`config.mk`:
```
export PLATFORM = sky130hd
export DESIGN_NAME = mem_arbiter_flat
export DESIGN_NICKNAME = d
export VERILOG_FILES = /design/src/rtl/mem_arb_pkg.sv /design/src/rtl/mem_arbiter_if.sv /design/src/rtl/mem_arb_pick.sv /design/src/rtl/mem_arbiter.sv /design/src/flat_wrapper.sv
export SDC_FILE = /design/constraint.sdc
export NUM_CORES = 1
export LEC_CHECK = 0
export CAP_MARGIN = 5
export CORE_AREA = 2 2 107 109
export DETAILED_ROUTE_END_ITERATION = 10
export DIE_AREA = 0 0 109 111
export GPL_TIMING_DRIVEN = 1
export PLACE_DENSITY = 0.58
export SLEW_MARGIN = 20
export SYNTH_ARGS = -nofsm -noshare
export SYNTH_HDL_FRONTEND = slang
export SYNTH_SLANG_ARGS = --single-unit
```
`constraint.sdc`:
```
create_clock -name clk -period 2.09 [get_ports clk]
set_clock_uncertainty 0.1 [all_clocks]
set_input_delay 0.418 -clock clk [delete_from_list [all_inputs] [get_ports clk]]
set_output_delay 0.418 -clock clk [all_outputs]
set_load 0.005 [all_outputs]
```
`src/rtl/mem_arb_pkg.sv`:
```
// Shared types and constants for the two-port memory arbiter.
package mem_arb_pkg;

    typedef enum logic {
        ARB_IDLE = 1'b0,
        ARB_RESP = 1'b1
    } arb_state_t;

    localparam logic PORT_IF = 1'b0;
    localparam logic PORT_D  = 1'b1;

endpackage

```
`src/rtl/mem_arbiter_if.sv`:
```
// Bus bundle between the requesters, the arbiter and the memory.
// The slave modport is the arbiter's view; master is the environment's view
// (fetch unit, load/store unit and memory together).
interface mem_arbiter_if;

    logic [31:0] if_addr;
    logic        if_rstrobe;
    logic [31:0] if_rdata;
    logic        if_done;

    logic [31:0] d_addr;
    logic [31:0] d_wdata;
    logic [3:0]  d_wmask;
    logic        d_wstrobe;
    logic        d_rstrobe;
    logic [31:0] d_rdata;
    logic        d_done;

    logic [31:0] mem_addr;
    logic [31:0] mem_wdata;
    logic [3:0]  mem_wmask;
    logic        mem_wstrobe;
    logic        mem_rstrobe;
    logic [31:0] mem_rdata;

    modport slave (
        input  if_addr, if_rstrobe,
        input  d_addr, d_wdata, d_wmask, d_wstrobe, d_rstrobe,
        input  mem_rdata,
        output if_rdata, if_done, d_rdata, d_done,
        output mem_addr, mem_wdata, mem_wmask, mem_wstrobe, mem_rstrobe
    );

    modport master (
        output if_addr, if_rstrobe,
        output d_addr, d_wdata, d_wmask, d_wstrobe, d_rstrobe,
        output mem_rdata,
        input  if_rdata, if_done, d_rdata, d_done,
        input  mem_addr, mem_wdata, mem_wmask, mem_wstrobe, mem_rstrobe
    );

endinterface

```
`src/rtl/mem_arb_pick.sv`:
```
// Combinational winner select for the memory arbiter.
// Default: round-robin against the last granted port.
// With MEM_ARB_DATA_PRIO_EN defined: data port has priority, but fetch wins
// a tie once MAX_CONSEC consecutive data grants have starved it.
module mem_arb_pick
    import mem_arb_pkg::*;
`ifdef MEM_ARB_DATA_PRIO_EN
#(
    parameter int unsigned MAX_CONSEC = 4
)
`endif
(
    input  logic       if_req_i,
    input  logic       d_req_i,
`ifdef MEM_ARB_DATA_PRIO_EN
    input  logic [3:0] cnt_i,
`else
    input  logic       last_i,
`endif
    output logic       win_vld_o,
    output logic       winner_o
);

    // A single requester always wins; ties go to the arbitration policy.
    always_comb begin
        win_vld_o = if_req_i | d_req_i;
        winner_o  = PORT_IF;
        if (if_req_i && d_req_i) begin
`ifdef MEM_ARB_DATA_PRIO_EN
            winner_o = (cnt_i == 4'(MAX_CONSEC)) ? PORT_IF : PORT_D;
`else
            winner_o = ~last_i;
`endif
        end else if (d_req_i) begin
            winner_o = PORT_D;
        end
    end

endmodule

```
`src/rtl/mem_arbiter.sv`:
```
// Two-requester arbiter sharing one single-port synchronous memory between
// instruction fetch (read-only) and the data port (read/write).
// Each access is one issue cycle (IDLE) followed by one response cycle (RESP).
// Optional feature macro: MEM_ARB_DATA_PRIO_EN (data-port priority with a
// starvation limit of MAX_CONSEC consecutive data grants).
module mem_arbiter
    import mem_arb_pkg::*;
#(
    parameter int unsigned MAX_CONSEC = 4
)
(
    input  logic         clk,
    input  logic         rst_n,
    mem_arbiter_if.slave bus
);

    arb_state_t state_q;
    logic       grant_q;
    logic       last_q;
    logic       if_done_q;
    logic       d_done_q;

    logic       if_req;
    logic       d_req;
    logic       win_vld;
    logic       winner;
    logic       issue;
    logic       sel;

    assign if_req = bus.if_rstrobe;
    assign d_req  = bus.d_rstrobe | bus.d_wstrobe;

`ifdef MEM_ARB_DATA_PRIO_EN
    logic [3:0] cnt_q;
    logic [3:0] cnt_d;
    logic       unused_last;

    // last is kept for visibility only; priority mode decides ties on cnt.
    assign unused_last = last_q;

    mem_arb_pick #(
        .MAX_CONSEC (MAX_CONSEC)
    ) u_pick (
        .if_req_i  (if_req),
        .d_req_i   (d_req),
        .cnt_i     (cnt_q),
        .win_vld_o (win_vld),
        .winner_o  (winner)
    );

    // Count data grants that kept a waiting fetch out; any other grant clears it.
    always_comb begin
        cnt_d = cnt_q;
        if (issue) begin
            if ((winner == PORT_D) && if_req) begin
                cnt_d = (cnt_q == 4'hF) ? cnt_q : cnt_q + 4'd1;
            end else begin
                cnt_d = '0;
            end
        end
    end

    // Starvation counter register.
    always_ff @(posedge clk or negedge rst_n) begin
        if (!rst_n) begin
            cnt_q <= '0;
        end else begin
            cnt_q <= cnt_d;
        end
    end
`else
    logic unused_max_consec;

    // MAX_CONSEC only affects the data-priority build.
    assign unused_max_consec = (MAX_CONSEC == 0);

    mem_arb_pick u_pick (
        .if_req_i  (if_req),
        .d_req_i   (d_req),
        .last_i    (last_q),
        .win_vld_o (win_vld),
        .winner_o  (winner)
    );
`endif

    assign issue = (state_q == ARB_IDLE) && win_vld;

    // During an issue the fresh winner owns the bus; otherwise the granted port's
    // address/data stay on it (needed through RESP, harmless while idle).
    assign sel = issue ? winner : grant_q;

    // Memory-side drive; strobes only in the issue cycle and forced low in reset.
    always_comb begin
        bus.mem_addr    = (sel == PORT_D) ? bus.d_addr  : bus.if_addr;
        bus.mem_wdata   = (sel == PORT_D) ? bus.d_wdata : '0;
        bus.mem_wmask   = (sel == PORT_D) ? bus.d_wmask : '0;
        bus.mem_rstrobe = 1'b0;
        bus.mem_wstrobe = 1'b0;
        if (issue && rst_n) begin
            if (winner == PORT_D) begin
                bus.mem_rstrobe = bus.d_rstrobe;
                bus.mem_wstrobe = bus.d_wstrobe;
            end else begin
                bus.mem_rstrobe = bus.if_rstrobe;
            end
        end
    end

    // Issue/response sequencer: every grant is followed by exactly one RESP cycle
    // in which the granted port sees its done pulse.
    always_ff @(posedge clk or negedge rst_n) begin
        if (!rst_n) begin
            state_q   <= ARB_IDLE;
            grant_q   <= PORT_IF;
            last_q    <= PORT_D;
            if_done_q <= 1'b0;
            d_done_q  <= 1'b0;
        end else begin
            case (state_q)
                ARB_IDLE: begin
                    if_done_q <= 1'b0;
                    d_done_q  <= 1'b0;
                    if (win_vld) begin
                        state_q   <= ARB_RESP;
                        grant_q   <= winner;
                        last_q    <= winner;
                        if_done_q <= (winner == PORT_IF);
                        d_done_q  <= (winner == PORT_D);
                    end
                end
                ARB_RESP: begin
                    state_q   <= ARB_IDLE;
                    if_done_q <= 1'b0;
                    d_done_q  <= 1'b0;
                end
                default: begin
                    state_q   <= ARB_IDLE;
                    if_done_q <= 1'b0;
                    d_done_q  <= 1'b0;
                end
            endcase
        end
    end

    // Read data is passed straight through; done qualifies it.
    assign bus.if_done  = if_done_q;
    assign bus.d_done   = d_done_q;
    assign bus.if_rdata = bus.mem_rdata;
    assign bus.d_rdata  = bus.mem_rdata;

endmodule

```
`src/flat_wrapper.sv`:
```
// flat-port wrapper written by rule: the top's interface ports become plain ports
module mem_arbiter_flat import mem_arb_pkg::*;
#(
    parameter int unsigned MAX_CONSEC = 4
)
  (clk, rst_n, bus_if_addr, bus_if_rstrobe, bus_d_addr, bus_d_wdata, bus_d_wmask, bus_d_wstrobe, bus_d_rstrobe, bus_mem_rdata, bus_if_rdata, bus_if_done, bus_d_rdata, bus_d_done, bus_mem_addr, bus_mem_wdata, bus_mem_wmask, bus_mem_wstrobe, bus_mem_rstrobe);
  mem_arbiter_if bus_i ();
  input  logic clk;
  input  logic rst_n;
  input wire logic [$bits(bus_i.if_addr)-1:0] bus_if_addr;
  input wire logic [$bits(bus_i.if_rstrobe)-1:0] bus_if_rstrobe;
  input wire logic [$bits(bus_i.d_addr)-1:0] bus_d_addr;
  input wire logic [$bits(bus_i.d_wdata)-1:0] bus_d_wdata;
  input wire logic [$bits(bus_i.d_wmask)-1:0] bus_d_wmask;
  input wire logic [$bits(bus_i.d_wstrobe)-1:0] bus_d_wstrobe;
  input wire logic [$bits(bus_i.d_rstrobe)-1:0] bus_d_rstrobe;
  input wire logic [$bits(bus_i.mem_rdata)-1:0] bus_mem_rdata;
  output wire logic [$bits(bus_i.if_rdata)-1:0] bus_if_rdata;
  output wire logic [$bits(bus_i.if_done)-1:0] bus_if_done;
  output wire logic [$bits(bus_i.d_rdata)-1:0] bus_d_rdata;
  output wire logic [$bits(bus_i.d_done)-1:0] bus_d_done;
  output wire logic [$bits(bus_i.mem_addr)-1:0] bus_mem_addr;
  output wire logic [$bits(bus_i.mem_wdata)-1:0] bus_mem_wdata;
  output wire logic [$bits(bus_i.mem_wmask)-1:0] bus_mem_wmask;
  output wire logic [$bits(bus_i.mem_wstrobe)-1:0] bus_mem_wstrobe;
  output wire logic [$bits(bus_i.mem_rstrobe)-1:0] bus_mem_rstrobe;
  assign bus_i.if_addr = bus_if_addr;
  assign bus_i.if_rstrobe = bus_if_rstrobe;
  assign bus_i.d_addr = bus_d_addr;
  assign bus_i.d_wdata = bus_d_wdata;
  assign bus_i.d_wmask = bus_d_wmask;
  assign bus_i.d_wstrobe = bus_d_wstrobe;
  assign bus_i.d_rstrobe = bus_d_rstrobe;
  assign bus_i.mem_rdata = bus_mem_rdata;
  assign bus_if_rdata = bus_i.if_rdata;
  assign bus_if_done = bus_i.if_done;
  assign bus_d_rdata = bus_i.d_rdata;
  assign bus_d_done = bus_i.d_done;
  assign bus_mem_addr = bus_i.mem_addr;
  assign bus_mem_wdata = bus_i.mem_wdata;
  assign bus_mem_wmask = bus_i.mem_wmask;
  assign bus_mem_wstrobe = bus_i.mem_wstrobe;
  assign bus_mem_rstrobe = bus_i.mem_rstrobe;
  mem_arbiter #(.MAX_CONSEC(MAX_CONSEC)) u_core (.clk(clk), .rst_n(rst_n), .bus(bus_i));
endmodule
```
* Yosys cells after proc, flatten, opt, wreduce, memory -nomap -nowiden
Index checks and enable logic that the tools add are counted.
** Word-level totals
- Bits in registers :: 5
- Logic and storage cells :: 30
** Operators by class
- Muxes and demuxes :: 16
- Bitwise operators :: 5
- Reduce and logical (&&, ||, !) cells :: 4
** Operators with widths (number)
- $mux 32 :: 2
- $mux 1 :: 10
- $pmux 1 s2 :: 3
- $mux 4 :: 1
- $logic_and 1x1->1 :: 3
- $not 1->1 :: 3
- $or 1x1->1 :: 2
- $reduce_and 2->1 :: 1

* Longest topological paths before layout
Gate-level depths: netlist of the first run.
- Depth in word-level cells :: 6
- Gate-level depth with buffers :: 5
- Mapped depth without buffers :: 3

* Modules after synthesis
A second synthesis of the first run with hierarchy kept.
** Second synthesis, totals
- Cells, all modules :: 159
- Area total of the unflattened synthesis :: 1333.8 µm²
** By module, submodules not included
- mem_arbiter :: instances 1, cells an instance 157, area each 1320.0 µm², seq. area each 126.4 µm²
- mem_arb_pick :: instances 1, cells an instance 2, area each 13.8 µm², seq. area each 0.0 µm²

* Worst setup path before layout of the first run
OpenSTA, ideal clock, no wires.
- Path kind :: register -> output
- From :: reg u_core.state_q
- To :: out bus_mem_addr[10]
- Arrival :: 1293 ps
- Data required time :: 1572 ps
- Path slack :: 279 ps
- Stages on the path, launching flop included :: 5
- Cells stage by stage :: dfrtp_1 o21ba_4 o2bb2ai_4 buf_6 mux2_4
** Between the ends
- Word-level cells in the longest chain between the ends :: 4
** RTL lines
- from (decl) :: line mem_arbiter.sv:17 : arb_state_t state_q;
- from (signal assigned) :: line mem_arbiter.sv:113 : state_q <= ARB_IDLE;
- from (signal assigned) :: line mem_arbiter.sv:124 : state_q <= ARB_RESP;
- from (signal assigned) :: line mem_arbiter.sv:132 : state_q <= ARB_IDLE;
- $not 1->1 :: line mem_arbiter.sv:86 : assign issue = (state_q == ARB_IDLE) && win_vld;
- $logic_and 1x1->1 :: line mem_arbiter.sv:86
- $mux 1 :: line mem_arbiter.sv:90 : assign sel = issue ? winner : grant_q;
- $mux 32 :: line mem_arbiter.sv:94 : bus.mem_addr = (sel == PORT_D) ? bus.d_addr : bus.if_addr;
- to (decl) :: line flat_wrapper.sv:22 : output wire logic [$bits(bus_i.mem_addr)-1:0] bus_mem_addr;
Every way passes these cells.

* Final worst setup path of the first run
- From :: reg u_core.state_q
- To :: out bus_mem_addr[4]
Same word-level chain as after synthesis.

==> results.toml, run 1 <==
[global_routing]
grt_pass1_wl_mm = 9.30
grt_overflow = 0
grt_pass1_vias = 1731
antenna_found_initial = 0
grt_max_degree = 9
grt_usage_pct = 10.1

[worst_setup_path]
critPathMaxFanout = 6
worst_setup_path_end_kind = "output port"
crit_path_start = "u_core.state_q"
crit_required_ns = 1.57
crit_chain = "o21ba_4, o2bb2ai_4, buf_12, buf_8, buf_16, mux2_4, buf_6"
crit-reg2reg-launch = "u_core.last_q"
start_kind = "register"
cpMaxStageDelayCell = "dfrtp_1"
crit_arrival_ns = 1.79
crit_type = "reg -> out"
max_stage_delay_ns = 0.40

[sta]
worst_slew_pin_slew_ns = 0.167
finalWorstSetupSlack_ns = -0.216
setup_viol = 66
slew_headroom_pct = 88.9
fmax_mhz = 434
rsz0062_at_grt = "true"
min_period_ns = 2.31
fin_crit_sh_pct = 110
maxSlewViolCount = 0
report.final.hold_viol_count = 0

[yosys]
ys_warn_count = 0
yosysSeqAreaShare_pct = 8.48
syn_avg_cell_area_sq_um = 9.31
syn_nets = 297
synth_area_sq_um = 1490
synth.distinct_cells = 21
ys_ff_latch = 5
synthCells = 160

[floorplan]
rows = 39
die_area_sq_um = 12100
initial_utilization_pct = 13.5
core_sq_um = 11100
die_x_um = 109
die_h_um = 111
pin_count = 273

[pwr]
total_power_mw = 2.55
comb_power_share_pct = 82.4
ir_worst_vdd_v = 0.000315
clock_power_share_pct = 12.3
pwr-share-seq_pct = 5.3
swShare_pct = 27.4
p_sw_mw = 0.697
powerDensity_nw_per_um2 = 715
internal_power_mw = 1.85
p_leak_nw = 1.65

[cts]
ctsRootBufferMaster = "clkbuf_16"
clk_pin_slew_worst_paths_ns = 0.03
insertion_delay_ns = 0.23
cts_hold_buffers = 0
ctsHtreeMaxLevel = 1
cts_tree = "built"
clock_tree.buffer_depth = 2
cts_sinks = 5
numCtsBuffers = 3

[place]
place_hpwl_mm = 4.74
gp_congestion = 0.647
port_buffers = 176
pre_cts_slack_ns = -0.743

[routing]
vias = 1586
wirelength_mm = 6.35
drc_errors = 0
wl_per_cell_um = 14.3
dr.first_iter.drc_count = 13
final_antenna_net_count = 0
viasPerCell = 3.56
dr.pass1.iters = 3

[cells_and_area]
final_core_util_pct = 32.2
layout_commonest_cell = "clkdlybuf4s50_1"
layout-drive-gt1-share_pct = 58.9
diodes = 0
final_net_count = 440
final_cell_mix = "clkdlybuf4s50_1, buf_6, and2_4, mux2_4, buf_4"
area_delta_synth_final_pct = 139

[run_status]
status = "finished, violations left"
violations = "negative setup slack"

[min_path]
worst_hold_path_type = "in -> async"

[job]
maxCapViolCount = 0
-- power by group through the flow --
stage | clock network [mW] | logic [mW] | registers (mW)
finish | 0.313 | 2.10 | 0.136
global placement | 0 | 1.45 | 0.133
floorplan | 0 | 0.729 | 0.137
global route | 0.334 | 2.24 | 0.138
CTS | 0.323 | 2.24 | 0.134
detailed placement | 0 | 1.47 | 0.133
-- layout make-up --
type                    instances  area (sq um)
inverters                       1          3.75
multi-input cells              83           923
clock buffers                   4          78.8
repair buffers                209          2250
fillers                      1125          7510
well taps                     143           179
flip-flops and latches          5           126
-- kinds of logic after synthesis --
group / synth area share (%)
compound gates: 4.11
buf+inv: 36.9
mux: 31.5
flops: 8.48
simple gates: 19.1
-- Yosys cell counts, drive strengths merged --
cell	count	area share [%]
o2bb2ai	1	1.8
buf	70	36
inv	1	0.25
dfrtp	4	6.7
nor2b	1	0.59
nand2b	1	0.42
nand2	1	0.25
o21ba	1	1.1
nor3	1	0.34
o21a	1	0.50
a21oi	2	0.67
clkbuf	1	0.25
dfstp	1	1.8
mux2	32	31
and2	37	16
nor3b	1	0.50
nor2	3	0.76
and4b	1	0.67
-- what timing repair did --
action | CTS | global route
buffers inserted | 16 | 3
gates resized for setup | 387 | 19
setup endpoints to repair | 70 | 68
gates cloned | 7 | 0
pin swaps | 26 | 14
hold endpoints to repair | 0 | 0
-- critical path: cells and delay by family (launching register included) --
kind / cells / cell delay (ns)
DFF: 1 / 0.40
muxes: 1 / 0.30
buffers and inverters: 4 / 0.47
AOI/OAI and AO/OA: 2 / 0.39
-- metrics by stage --
step / TNS [ns] / cell area (sq um) / hold slack (ns) / instances
after global routing: -12.72 / 3570 / 0.423 / 445
after floorplan: 0 / 1490 / 0.0224 / 160
after detailed placement: -44.70 / 3000 / 0.467 / 420
final: -8.40 / 3570 / 0.402 / 445
after CTS: -11.60 / 3620 / 0.406 / 447
after global placement: -42.39 / 3000 / 0.465 / 420
-- final timing paths --
check | endpoint | slack (ns) | cells after the start
max | bus_mem_addr[4] | -0.22 | 7
min | u_core.state_q | 0.40 | 2
max reg2reg | u_core.grant_q | 0.48 | 7
min reg2reg | u_core.state_q | 0.49 | 2
max in group asynchronous | u_core.last_q | 1.29 | 2
min in group clk | u_core.state_q | 0.47 | 4
-- sequential cells by signal, indices dropped and copies added, names as in the netlist --
signal,count
u_core.bus.d_done,1
u_core.bus.if_done,1
u_core.state_q,1
u_core.grant_q,1
u_core.last_q,1
-- routing by layer --
metal	global-route usage, %	part of all wire (%)	up-vias
li1	-	-	736
met1	9.59	32	702
met2	19.3	53	138
met3	4.12	13	10
met4	2.74	1.8	0
met5	0	0	-
(Power assumes the default switching activity.)
==> inputs of run 2 (changes only) <==
Settings changed: PLACE_DENSITY 0.58 to default.
==> run 2 against run 1 <==
- the run still ends with negative setup slack left
- flip-flop and latch count unchanged
- setup slack got worse by 0.024 ns
- cell area rose by 0.67%
- fmax fell by 1.0%
- critical path depth did not move
- total power grew 3.2%
- non-clock buffer count down 2
- largest cell class unchanged
==> results.toml, run 2 (synthesis gave the netlist of run 1 again) <==
[cts]
clk_pin_slew_worst_paths_ns = 0.04
ctsHtreeMaxLevel = 1
insertion_delay_ns = 0.23
cts_tree = "built"
numCtsBuffers = 3
ctsRootBufferMaster = "clkbuf_16"
clock_tree.buffer_depth = 2
cts_hold_buffers = 0
cts_sinks = 5

[worst_setup_path]
crit_chain = "o21ba_4, o2bb2ai_4, buf_12, buf_12, buf_12, mux2_4, buf_6"
start_kind = "register"
crit_buf_inv = 4
path_delay_family = "buffers and inverters"
cpMaxStageDelayCell = "dfrtp_1"
cp_common_cell = "buf_12"
worst_setup_path_end_kind = "output port"
crit_type = "reg -> out"
crit_required_ns = 1.57
crit_arrival_ns = 1.81
max_stage_delay_ns = 0.38
critPathMaxFanout = 5

[global_routing]
grt.busiest_layer = "met2"
grt_overflow = 0
grt_max_degree = 16
grtUsageMet3_pct = 3.41
grt_usage_pct = 9.24
grt_pass1_wl_mm = 8.64
grt_use_met1_pct = 8.85
grt_pass1_vias = 1642
globalRouteMet2Util_pct = 17.4
antenna_found_initial = 0

[routing]
wirelength_mm = 6.34
viasPerCell = 3.64
dr.first_iter.drc_count = 56
final_antenna_net_count = 0
dr.pass1.iters = 2
drc_errors = 0
vias = 1611
wl_per_cell_um = 14.3

[pwr]
ir_worst_vdd_v = 0.000268
powerDensity_nw_per_um2 = 733
p_leak_nw = 1.66

[cells_and_area]
final_net_count = 438
diodes = 0
layout_commonest_cell = "clkdlybuf4s50_1"
area_delta_synth_final_pct = 141
fin_area_sq_um = 3590
layout.cells.non_filler = 443
final_cell_mix = "clkdlybuf4s50_1, buf_6, mux2_4, and2_4, buf_4"
layout-drive-gt1-share_pct = 56.7
final_core_util_pct = 32.4

[sta]
worst_slew_pin_slew_ns = 0.168
rsz0062_at_grt = "true"
tns_ns = -9.60
fin_crit_sh_pct = 111
maxSlewViolCount = 0
finalWorstSetupSlack_ns = -0.240
fmax_mhz = 429
setup_viol = 65
slew_headroom_pct = 88.7
min_period_ns = 2.33
report.final.hold_viol_count = 0

[floorplan]
die_h_um = 111
rows = 39
core_sq_um = 11100
die_area_sq_um = 12100
die_x_um = 109
pin_count = 273
initial_utilization_pct = 13.5

[place]
port_buffers = 176
gp_congestion = 0.680
pre_cts_slack_ns = -0.753
dp_cells = 419
place_area_sq_um = 2980
place_hpwl_mm = 4.37

[run_status]
violations = "negative setup slack"
status = "finished, violations left"

[min_path]
worst_hold_path_type = "in -> async"

[job]
maxCapViolCount = 0
[run 2: cell types whose count changed in the layout (fill, tap and decap cells not counted), sizes merged]
cell / change
clkdlybuf4s15: +2
buf: -5
clkdlybuf4s50: -1
clkbuf: +1
dlygate4sd2: +1
[run 2: path summary, 6_finish.rpt]
check	start	end	depth (start not counted)	slack (ns)
worst max-delay path	u_core.state_q	bus_mem_addr[1]	7	-0.24
worst min-delay path	rst_n	u_core.state_q	2	0.16
worst max register to register	u_core.last_q	u_core.grant_q	6	0.58
worst min register to register	u_core.state_q	u_core.state_q	2	0.46
max in group asynchronous	rst_n	u_core.last_q	2	1.53
min in group clk	u_core.state_q	u_core.state_q	2	0.46
[run 2: worst reg2reg max path: stages, from the launching register on]
cell,delay [ns]
dfstp_2,0.55
nand2_4,0.06
o2bb2ai_4,0.15
buf_6,0.14
buf_6,0.13
clkbuf_16,0.15
buf_4,0.13
[run 2: routing by layer]
| layer | routed length, um | vias to the layer above | part of all wire, % |
|---|---|---|---|
| li1 | - | 740 | - |
| met1 | 2040 | 710 | 32 |
| met2 | 3200 | 147 | 50 |
| met3 | 980 | 14 | 15 |
| met4 | 113 | 0 | 1.8 |
| met5 | 0 | - | 0 |
[run 2: layout make-up]
type	count	area, sq um
Timing Repair Buffer	207	2290
Sequential cell	5	126
Inverter	1	3.75
Fill cell	1125	7490
Clock buffer	4	78.8
Multi-Input combinational cell	83	913
Tap cell	143	179
[run 2: power by group]
group / internal (mW) / switching [mW]
registers: 0.124 / 0.0128
clock network: 0.253 / 0.0647
logic: 1.52 / 0.653
total: 1.90 / 0.731
[run 2: timing repair]
action	4_1_cts	5_1_grt
setup endpoints to repair	70	68
pin swaps	2	14
setup buffers	8	5
cloned	8	1
gates resized for setup	283	114
[run 2: stage by stage]
step	total power [mW]	hold slack (ns)
finish	2.63	0.155
global route	2.78	0.184
CTS	2.25	0.153
detailed placement	1.57	0.447
global placement	1.57	0.439
floorplan	0.866	0.0224
==> inputs of run 3 (changes only) <==
Settings changed: TNS_END_PERCENT from default to 1.
==> run 3 against run 2 <==
- the flow still finishes with violations (negative setup slack)
- largest power group unchanged
- global-route usage barely moved
- sequential share of layout area rose by 0.093 points
- critical path type unchanged
- flip-flop and latch count unchanged
==> results.toml, run 3 (synthesis gave the netlist of run 1 again) <==
[pwr]
powerDensity_nw_per_um2 = 725
ir_worst_vdd_v = 0.000240
p_leak_nw = 1.62
total_power_mw = 2.53

[floorplan]
initial_utilization_pct = 13.5
die_h_um = 111
rows = 39
die_area_sq_um = 12100
pin_count = 273
core_sq_um = 11100
die_x_um = 109

[sta]
fmax_mhz = 429
holdWs_ns = 0.155
worst_slew_pin_slew_ns = 0.168
rsz0062_at_grt = "true"
slew_headroom_pct = 88.7
fin_crit_sh_pct = 111
maxSlewViolCount = 0
setup_viol = 67
report.final.hold_viol_count = 0
min_period_ns = 2.33
finalWorstSetupSlack_ns = -0.240

[worst_setup_path]
path_delay_family = "buffers and inverters"
cpMaxStageDelayCell = "dfrtp_1"
cp_common_cell = "buf_12"
crit_arrival_ns = 1.81
start_kind = "register"
crit_required_ns = 1.57
crit_buf_inv = 4
critPathMaxFanout = 5
max_stage_delay_ns = 0.38
crit_chain = "o21ba_4, o2bb2ai_4, buf_12, buf_12, buf_12, mux2_4, buf_6"
crit_type = "reg -> out"
worst_setup_path_end_kind = "output port"

[job]
maxCapViolCount = 0

[cts]
ctsRootBufferMaster = "clkbuf_16"
cts_hold_buffers = 0
insertion_delay_ns = 0.23
cts_tree = "built"
clock_tree.buffer_depth = 2
ctsHtreeMaxLevel = 1
cts_sinks = 5
numCtsBuffers = 3
clk_pin_slew_worst_paths_ns = 0.04

[routing]
drc_errors = 0
wirelength_mm = 6.28
dr.first_iter.drc_count = 52
vias = 1599
dr.pass1.iters = 2
final_antenna_net_count = 0
viasPerCell = 3.64
wl_per_cell_um = 14.3

[cells_and_area]
diodes = 0
layout_commonest_cell = "clkdlybuf4s50_1"
final_core_util_pct = 31.6
area_delta_synth_final_pct = 135
layout-drive-gt1-share_pct = 54.1
seq_area_sq_um = 126
multi_input_area_sq_um = 898
final_net_count = 434
final_cell_mix = "clkdlybuf4s50_1, buf_6, mux2_4, and2_4, and2_1"
fill_cells = 1142

[place]
place_hpwl_mm = 4.37
gp_congestion = 0.680
port_buffers = 176

[global_routing]
grt_pass1_vias = 1631
grt_max_degree = 16
grt_pass1_wl_mm = 8.60
antenna_found_initial = 0
grt_overflow = 0
grt_usage_pct = 9.20

[min_path]
worst_hold_path_type = "in -> async"

[run_status]
violations = "negative setup slack"
status = "finished, violations left"
[run 3: cell count changes in the layout (fill, tap and decap cells not counted)]
cell       previous run  this run
buf_4                 9         8
and2_4               30        24
buf_12                8         6
buf_16                6         8
buf_2                 7         9
and2_1                7        13
buf_6                65        57
clkbuf_2              2         6
clkbuf_16             4         3
[run 3: worst paths after layout]
check / startpoint / endpoint / slack [ns] / cells after the start
max: u_core.state_q / bus_mem_addr[1] / -0.24 / 7
min: rst_n / u_core.state_q / 0.16 / 2
max reg2reg: u_core.last_q / u_core.grant_q / 0.71 / 5
min reg2reg: u_core.state_q / u_core.state_q / 0.46 / 2
max in group asynchronous: rst_n / u_core.last_q / 1.53 / 2
min in group clk: u_core.state_q / u_core.state_q / 0.46 / 2
[run 3: final cells by class]
cell class	instances	share of cell area (%)
Clock buffer	4	2.25
Inverter	1	0.107
Multi-Input combinational cell	83	25.7
Sequential cell	5	3.61
Tap cell	143	5.12
Timing Repair Buffer	203	63.2
[run 3: through the flow]
stage          setup TNS, ns  std cells  setup WS (ns)  instance area [sq um]
2_1_floorplan              0        160          0.279                   1490
3_3_place_gp          -44.56        419         -0.734                   2980
3_5_place_dp          -45.81        419         -0.753                   2980
4_1_cts               -14.47        439         -0.251                   3150
5_1_grt               -12.60        439         -0.291                   3500
6_report               -8.94        439         -0.240                   3500
[run 3: what timing repair did]
item / CTS / global route
gates resized for setup: 279 / 98
endpoints found under the hold margin: 0 / 0
gates cloned: 8 / 0
pin swaps: 2 / 22
setup buffers: 8 / 0
setup endpoints to repair: 70 / 68
[run 3: per-layer routing]
metal  routed length, um  global-route usage [%]  up-vias
met1                2000                    8.81      705
met5                   0                       0        -
met4                 113                    3.59        0
met3                 990                    3.41       14
met2                3170                    17.3      147
li1                    -                       -      733
[run 3: worst reg2reg max path: stages (launching register included)]
cell       delay (ns)
dfstp_2          0.55
nand2_4          0.06
o2bb2ai_4        0.15
buf_6            0.14
buf_6            0.12
buf_16           0.14
[run 3: where the power goes]
group	internal [mW]	switching (mW)	total, mW
logic	1.45	0.634	2.08
registers	0.124	0.0128	0.137
clock network	0.253	0.0647	0.318
==> patch (config.mk and constraints of run 2) <==
Build with the macro `MEM_ARB_DATA_PRIO_EN` defined.
--- a/src/rtl/mem_arb_pick.sv
+++ b/src/rtl/mem_arb_pick.sv
@@ -3,4 +3,6 @@
 // With MEM_ARB_DATA_PRIO_EN defined: data port has priority, but fetch wins
 // a tie once MAX_CONSEC consecutive data grants have starved it.
+`define MEM_ARB_DATA_PRIO_EN
+
 module mem_arb_pick
     import mem_arb_pkg::*;
Formal check against the unedited RTL: not equivalent (Yosys sat finds a counterexample within 4 cycles, from zero or initial values and one cycle with rst_n low).
==> patch against run 2 <==
The run still ends with setup timing left; sequential share of layout area is 1.8 points higher; wire length up 35%; total power decreased by 12%; sequential cell count grew 3; synthesized area increased by 2.6%; global-route usage rose by 3.5 points; count of clock-buffer cells in the layout down 1; final area grew 5.4%; setup slack worse by 0.24 ns; critical path type unchanged; critical endpoint is now bus_mem_addr[17].
==> patch: results (changes against run 2) <==
INFO  metric outcome = finished, violations left
INFO  metric violations = setup timing
INFO  metric grt_use_total = 12.75% (+3.5 points)
INFO  metric worst_r2r_startpoint = u_core.cnt_q[1]$_DFFE_PN0P_
INFO  metric max-vdd-ir-drop = 235.0 uV (-12%)
INFO  metric met2_length = 4.084 mm (+28%)
INFO  metric critical_path_peak_fanout = 6 (+1)
INFO  metric layout-drive-gt1-share = 54.63% (-2.0 points)
INFO  metric avgSynthCellArea = 8.310 sq um (-11%)
INFO  metric grtUsageMet2 = 22.65% (+5.3 points)
INFO  metric postCtsResizedCells = 365 (+29%)
INFO  metric muxShareOfSynthArea = 23.57% (-7.9 points)
INFO  metric grt_first_pass_wirelength = 11.40 mm (+32%)
INFO  metric critical_path.endpoint = bus_mem_addr[17]
INFO  metric arrival = 2.05 ns (+0.24 ns)
INFO  metric final_setup_violating_endpoints = 68 (+4.6%)
INFO  metric multi_input_gates = 102 (+23%)
INFO  metric synth_cell_type_count = 24 (+14%)
INFO  metric layout.non_clock_inverters = 3 (+2)
INFO  metric final_critical_path_setup_slack = -0.4766 ns (-0.2363 ns)
INFO  metric clock_buffers = 3 (-1)
INFO  metric route.met3.wl = 1.203 mm (+23%)
INFO  metric ys_top_cells_by_count = sky130_fd_sc_hd__buf_4, sky130_fd_sc_hd__and2_1, sky130_fd_sc_hd__mux2_1
INFO  metric place.detailed.instances = 447 (+6.7%)
INFO  metric utilization = 34.16% (+1.8 points)
INFO  metric net-switching-power = 0.0006667 W (-8.8%)
INFO  metric yosys-top-cells-area = sky130_fd_sc_hd__buf_4, sky130_fd_sc_hd__mux2_1, sky130_fd_sc_hd__and2_1
INFO  metric drt_pre_antenna_iters = 4 (+2)
INFO  metric finalPower = 0.002318 W (-12%)
[patch: cell count changes in the layout (fill, tap and decap cells not counted), moves of 3 or more]
cell                       change
sky130_fd_sc_hd__buf_4         +8
sky130_fd_sc_hd__buf_16        -3
sky130_fd_sc_hd__o21ai_0       +5
sky130_fd_sc_hd__clkbuf_2      +3
sky130_fd_sc_hd__dfrtp_1       +4
sky130_fd_sc_hd__buf_6         +9
sky130_fd_sc_hd__nand2_1       +3
[patch: worst max-delay path, cell delays in order (launching register included)]
cell                       delay [ns]
sky130_fd_sc_hd__dfrtp_1         0.34
sky130_fd_sc_hd__inv_1           0.05
sky130_fd_sc_hd__ha_2            0.18
sky130_fd_sc_hd__nand4b_1        0.12
sky130_fd_sc_hd__o21ai_2         0.10
sky130_fd_sc_hd__o21ai_4         0.18
sky130_fd_sc_hd__buf_6           0.17
sky130_fd_sc_hd__buf_12          0.13
sky130_fd_sc_hd__buf_6           0.10
sky130_fd_sc_hd__mux2_4          0.32
sky130_fd_sc_hd__buf_6           0.12
